## config.mk

```make
export PLATFORM = sky130hd
export DESIGN_NAME = mips_if_prefetch
export DESIGN_NICKNAME = d
export VERILOG_FILES = /design/src/rtl/mips_pkg.sv /design/src/rtl/mips_fetch_queue.sv /design/src/rtl/mips_if_prefetch.sv
export SDC_FILE = /design/constraint.sdc
export NUM_CORES = 1
export LEC_CHECK = 0
export BUFFER_PORTS_ARGS = -buffer_cell sky130_fd_sc_hd__buf_2
export CORE_ASPECT_RATIO = 1.4
export CORE_UTILIZATION = 30
export CTS_CLUSTER_SIZE = 40
export DETAILED_ROUTE_END_ITERATION = 10
export SYNTH_ARGS = -nofsm -noshare
export SYNTH_HDL_FRONTEND = slang
export SYNTH_SLANG_ARGS = --single-unit
```

## constraint.sdc

```tcl
create_clock -name clk -period 4.2 [get_ports clk]
set_clock_uncertainty 0.15 [all_clocks]
set_input_delay 0 -clock clk [delete_from_list [all_inputs] [get_ports clk]]
set_output_delay 0 -clock clk [all_outputs]
set_load 0.005 [all_outputs]
```

## src/rtl/mips_pkg.sv

```systemverilog
// Shared types and constants for the prefetching MIPS instruction-fetch stage.
package mips_pkg;

    localparam logic [31:0] NOP = 32'h0;

    typedef enum logic {
        S_RUN,
        S_DRAIN
    } if_state_t;

    // pc holds the address of the instruction plus 4, as ID expects it
    typedef struct packed {
        logic [31:0] pc;
        logic [31:0] inst;
    } q_entry_t;

endpackage

```

## src/rtl/mips_fetch_queue.sv

```systemverilog
// Circular FIFO of fetched {pc+4, inst} pairs between I-cache and ID; flush wins over push.
module mips_fetch_queue
    import mips_pkg::*;
#(
    parameter int DEPTH = 4
) (
    input  logic                     clk,
    input  logic                     rst_n,
    input  logic                     push,
    input  logic                     pop,
    input  logic                     flush,
    input  logic [31:0]              push_pc,
    input  logic [31:0]              push_inst,
    output logic [31:0]              head_pc,
    output logic [31:0]              head_inst,
    output logic [$clog2(DEPTH):0]   count
);

    localparam int AW = $clog2(DEPTH);

    q_entry_t        mem [DEPTH];
    logic [AW-1:0]   wr_ptr_reg;
    logic [AW-1:0]   rd_ptr_reg;
    logic [AW:0]     count_reg;
    q_entry_t        push_entry;

    assign push_entry = '{pc: push_pc, inst: push_inst};

    always_ff @(posedge clk) begin
        if (push && !flush) begin
            mem[wr_ptr_reg] <= push_entry;
        end
    end

    // Pointers are exactly AW bits wide, so DEPTH being a power of two lets them wrap for free
    always_ff @(posedge clk or negedge rst_n) begin
        if (!rst_n) begin
            wr_ptr_reg <= '0;
            rd_ptr_reg <= '0;
            count_reg  <= '0;
        end else if (flush) begin
            wr_ptr_reg <= '0;
            rd_ptr_reg <= '0;
            count_reg  <= '0;
        end else begin
            if (push) begin
                wr_ptr_reg <= wr_ptr_reg + AW'(1);
            end
            if (pop) begin
                rd_ptr_reg <= rd_ptr_reg + AW'(1);
            end
            count_reg <= count_reg + (AW+1)'(push) - (AW+1)'(pop);
        end
    end

    assign head_pc   = mem[rd_ptr_reg].pc;
    assign head_inst = mem[rd_ptr_reg].inst;
    assign count     = count_reg;

endmodule

```

## src/rtl/mips_if_prefetch.sv

```systemverilog
// MIPS instruction fetch with a DEPTH-entry prefetch queue and redirect handling across
// outstanding I-cache misses (S_DRAIN waits out the stale response before fetching the target).
module mips_if_prefetch
    import mips_pkg::*;
#(
    parameter int          DEPTH    = 4,
    parameter logic [31:0] RESET_PC = 32'h0
) (
    input  logic                     clk,
    input  logic                     rst_n,
    input  logic                     stall,
    input  logic                     redirect,
    input  logic [31:0]              redirect_addr,
    output logic                     I_read,
    output logic                     I_write,
    output logic [29:0]              I_addr,
    output logic [31:0]              I_wdata,
    input  logic                     I_stall,
    input  logic [31:0]              I_rdata,
    output logic                     IF_stall,
    output logic [31:0]              ID_pc,
    output logic [31:0]              ID_inst,
    output logic                     ID_valid,
    output logic [$clog2(DEPTH):0]   count
);

    localparam int             CW      = $clog2(DEPTH) + 1;
    localparam logic [CW-1:0]  DEPTH_C = CW'(DEPTH);

    if_state_t    state_reg, state_next;
    logic [31:0]  fpc_reg, fpc_next;
    logic [31:0]  tgt_reg, tgt_next;
    logic [31:0]  id_pc_reg, id_pc_next;
    logic [31:0]  id_inst_reg, id_inst_next;
    logic         id_valid_reg, id_valid_next;

    logic         acc;
    logic         take_redirect;
    logic [31:0]  fpc_plus4;
    logic         q_push, q_pop, q_flush;
    logic [31:0]  head_pc, head_inst;
    logic [CW-1:0] q_count;

    mips_fetch_queue #(
        .DEPTH(DEPTH)
    ) u_queue (
        .clk       (clk),
        .rst_n     (rst_n),
        .push      (q_push),
        .pop       (q_pop),
        .flush     (q_flush),
        .push_pc   (fpc_plus4),
        .push_inst (I_rdata),
        .head_pc   (head_pc),
        .head_inst (head_inst),
        .count     (q_count)
    );

    always_ff @(posedge clk or negedge rst_n) begin
        if (!rst_n) begin
            state_reg    <= S_RUN;
            fpc_reg      <= RESET_PC;
            tgt_reg      <= '0;
            id_pc_reg    <= '0;
            id_inst_reg  <= NOP;
            id_valid_reg <= 1'b0;
        end else begin
            state_reg    <= state_next;
            fpc_reg      <= fpc_next;
            tgt_reg      <= tgt_next;
            id_pc_reg    <= id_pc_next;
            id_inst_reg  <= id_inst_next;
            id_valid_reg <= id_valid_next;
        end
    end

    always_comb begin
        I_read        = (q_count < DEPTH_C) || (state_reg == S_DRAIN);
        acc           = I_read && !I_stall;
        take_redirect = redirect && !stall;
        fpc_plus4     = fpc_reg + 32'd4;

        state_next    = state_reg;
        fpc_next      = fpc_reg;
        tgt_next      = tgt_reg;
        id_pc_next    = id_pc_reg;
        id_inst_next  = id_inst_reg;
        id_valid_next = id_valid_reg;
        q_push        = 1'b0;
        q_pop         = 1'b0;
        q_flush       = 1'b0;

        case (state_reg)
            S_RUN: begin
                if (take_redirect) begin
                    q_flush       = 1'b1;
                    id_inst_next  = NOP;
                    id_valid_next = 1'b0;
                    // A miss in flight must still be consumed, so park the target until it lands
                    if (I_read && I_stall) begin
                        tgt_next   = redirect_addr;
                        state_next = S_DRAIN;
                    end else begin
                        fpc_next = redirect_addr;
                    end
                end else begin
                    if (acc) begin
                        fpc_next = fpc_plus4;
                    end
                    if (!stall && q_count == '0) begin
                        id_pc_next    = fpc_plus4;
                        id_inst_next  = acc ? I_rdata : NOP;
                        id_valid_next = acc;
                        if (!acc) begin
                            id_pc_next = id_pc_reg;
                        end
                    end else begin
                        q_push = acc;
                        if (!stall) begin
                            q_pop         = 1'b1;
                            id_pc_next    = head_pc;
                            id_inst_next  = head_inst;
                            id_valid_next = 1'b1;
                        end
                    end
                end
            end
            S_DRAIN: begin
                id_inst_next  = NOP;
                id_valid_next = 1'b0;
                if (take_redirect) begin
                    q_flush  = 1'b1;
                    tgt_next = redirect_addr;
                end
                // The stale word returning now is dropped; the newest target wins
                if (acc) begin
                    state_next = S_RUN;
                    fpc_next   = take_redirect ? redirect_addr : tgt_reg;
                end
            end
            default: begin
                state_next = S_RUN;
            end
        endcase
    end

    assign I_write  = 1'b0;
    assign I_wdata  = 32'h0;
    assign I_addr   = fpc_reg[31:2];
    assign IF_stall = I_read && I_stall;
    assign ID_pc    = id_pc_reg;
    assign ID_inst  = id_inst_reg;
    assign ID_valid = id_valid_reg;
    assign count    = q_count;

endmodule

```

==> summary.md <==
| Metric | Value |
|---|---|
| Input/output buffers | between 150 and 200 |
| Post-synth EDFFs | between 200 and 300 |
| Die height | 282 um |
| Startpoint types | input port |
| Commonest cells post-synth | edfxtp_1, dfrtp_1, nand2_1 |
| Layout Nets | approximately 1400 |
| Mapped Area | roughly 0.017 mm^2 |
| Status | complete, but fails checks |
| Maximum capacitance violations | 0 |
| GRT Resource Usage Total | 0.149 |
| WL per Instance | between 20 and 25 um |
| GP Congestion | 0.787 |
| Routed Wire Length | between 40 and 50 mm |
| Cell row count | a little over 100 |
| Iteration-0 DRC Markers | about 690 |
| Hold Worst Slack | -0.0411 ns |
| Crit path time final | ~3 ns |
| Slew Viols, Final | 0 |
| Final TNS setup | 0 ns |
| TritonCTS clock tree | built |
| Primary FF master, synth | edfxtp_1 |
| # IOs | about 200 |
| CTS Buf Count | 40 |
| Type of the most critical hold path | input port to asynchronous set/reset pin |
| TritonCTS Sinks | 393 |
| Pin count of the biggest net entering global routing | between 80 and 90 |
| Cell with the most instances after synthesis | edfxtp_1 |
| Worst EP required | 4.29 ns |
| DP Wirelength | about 28 mm |
| Top cells by area, synth | edfxtp_1, dfrtp_1, mux4_2 |
| Ys Warns | 0 |
| Layout cells sized above 1 | 0.271 |
| Full die area | between 0.05 and 0.06 mm^2 |
| Setup CP Type | input port to flop |
| Number of fill cells | around 5400 |
| Area growth, synth to finish | 21.7% |
| Synth cell types | 71 |
| Slew margin rel. | 0.338 |
| Final Non-Filler Cells | roughly 2100 |
| CTS clk-pin slew, worst paths | 0.06 ns |
| Clock Latency Late Sink | about 0.55 ns |
| First-pass GRT wire length | 65.1 mm |
| Setup violators final | 0 |
| Post-synth ARST share | 0.349 |
| Synthesized instance count | 1142 |
| Global-route layer with the greatest usage | met2 |
| Sequential area share after synthesis | 0.661 |
| M3 GR Usage | 0.0250 |
| # diodes | 0 |
| Seq cells post-synth | around 400 |
| Biggest register | u_queue.mem |
| Leakage | slightly below 8 nW |
| Number of iterations in the first detailed-routing pass | 5 |
| Initial antenna violation count | 0 |
| Least-Margin Pin Slew | 0.974 ns |
| Clock root buffer | clkbuf_16 |
| CTS H-tree lvls | 2 |
| Grt met2 use | 0.261 |
| Initial Utilization | 0.304 |
| Synth top area share | 0.457 |
| Max reg flops | between 200 and 300 |
| Longest Clk Path Bufs | 3 |
| Hold Fails Final Rpt | 10 |
| RSZ-0062 raised after global routing | no |
| Routed Antenna Nets | 0 |
| PwrDens | around 670 mW/mm^2 |
| Failing checks | negative hold slack |
| Crit end category | flop |
| Fmax | 0.331 GHz |
| Final period utilization | 0.720 |
| Met1 Use GR | 0.188 |
| Yosys top cell by area | edfxtp_1 |
| GRT overflow | 0 |
| Max FO, Critical Path | 39 |
| Core footprint | 0.0554 mm^2 |
| DR vias | between 10000 and 15000 |
| Dpl cells | a little under 2000 |
| # DRC | 0 |
| Number of global-route vias before repair | about 11000 |
| IR drop worst, VDD | roughly 0.33 mV |
| DR vias/cell | between 4 and 5 |
| WP data arrival | about 3.1 ns |
| Synth Area per Inst | 14.7 um^2 |
| Chip width | ~200 um |
## kinds of logic (layout without fill, tap and decap cells)
group                    Yosys count  in the layout  synth area share
AO/OA/AOI/OAI                    179            179            0.0647
XOR/XNOR                          30             30            0.0156
adder cells (fa/ha/maj)            8              8           0.00640
buffers and inverters            127            348            0.0404
flip-flops                       393            393             0.661
multiplexers                     135            135             0.130
other                              1             33          0.000223
AND/OR/NAND/NOR                  269            269            0.0812
## metal layers
metal  part of all wire  vias up  wire, um
met5                  0        -         0
met4              0.024        0      1020
met3              0.046       57      1980
met2               0.51      277     21800
met1               0.42     5356     17900
li1                   -     4723         -
## cell usage in the layout, fill, tap and decap left out, drive strengths merged, types with 4 or more instances in the layout
| cell | instances |
|---|---|
| a221o | 4 |
| a21oi | 54 |
| buf | 186 |
| and3 | 25 |
| nand4 | 19 |
| dlygate4sd3 | 69 |
| nand2b | 4 |
| o21ai | 58 |
| a31oi | 14 |
| o22ai | 9 |
| mux4 | 64 |
| dfrtp | 137 |
| clkinv | 8 |
| ha | 7 |
| or4 | 9 |
| o2bb2ai | 4 |
| nand3 | 35 |
| clkbuf | 50 |
| conb | 33 |
| xnor2 | 23 |
| and2 | 7 |
| o221ai | 4 |
| inv | 25 |
| nor4 | 8 |
| xor2 | 7 |
| nand2 | 98 |
| nor3 | 6 |
| a221oi | 4 |
| mux2 | 33 |
| a21o | 6 |
| mux2i | 38 |
| bufinv | 8 |
| nor2 | 47 |
| edfxtp | 256 |
## stage by stage
stage / utilization / area [um^2] / power, mW / setup slack, ns / hold slack (ns)
after floorplan: - / 16900 / 8.36 / 0.896 / -0.446
after global placement: 0.331 / 18300 / 9.80 / 1.34 / 0.00359
after detailed placement: 0.331 / 18300 / 9.92 / 1.25 / 0.0114
after CTS: 0.369 / 20500 / 13.9 / 1.19 / 0.0146
after global routing: 0.369 / 20500 / 14.4 / 1.02 / 0.0604
final: 0.369 / 20500 / 13.7 / 1.18 / -0.0411
## worst max-delay path, cell delays in order
cell           delay, ns
dlygate4sd3_1       0.53
buf_2               0.17
nor2b_2             0.16
dlygate4sd3_1       0.57
nor4_2              0.67
and2_4              0.70
buf_12              0.28
## cell type report
type                       count  area, um^2  area share
multi-input combinational    654        5180       0.253
clock buffer                  50        1080      0.0528
inverter                      19        71.3     0.00349
clock inverter                24         350      0.0171
sequential                   393       11100       0.544
tap                          728         911      0.0445
timing repair buffer         255        1740      0.0848
## timing repair
| action | CTS | global route |
|---|---|---|
| resized for setup | 0 | 0 |
| hold endpoints to repair | 314 | 0 |
| hold buffers | 69 | 0 |
| buffers inserted | 0 | 0 |
## worst paths after layout
path / from / end / slack, ns / cells after the start
max: redirect / u_queue.mem[0][30]$_DFFE_PP_ / 1.18 / 7
min: rst_n / ID_inst[5]$_DFFE_PN0P_ / -0.04 / 2
max reg2reg: u_queue.count[1]$_DFF_PN0_ / u_queue.mem[0][30]$_DFFE_PP_ / 1.24 / 5
min reg2reg: ID_inst[18]$_DFFE_PN0P_ / ID_inst[18]$_DFFE_PN0P_ / 0.32 / 2
max in group asynchronous: rst_n / ID_pc[3]$_DFFE_PN0P_ / 2.87 / 3
min in group clk: redirect_addr[15] / tgt_reg[15]$_DFFE_PN0P_ / 0.09 / 3
## where the power goes
| group | total [mW] | internal, mW | switching [mW] |
|---|---|---|---|
| Combinational | 3.73 | 1.75 | 1.98 |
| Clock | 3.87 | 2.34 | 1.53 |
| Sequential | 6.07 | 5.23 | 0.839 |
(Power assumes the default switching activity.)
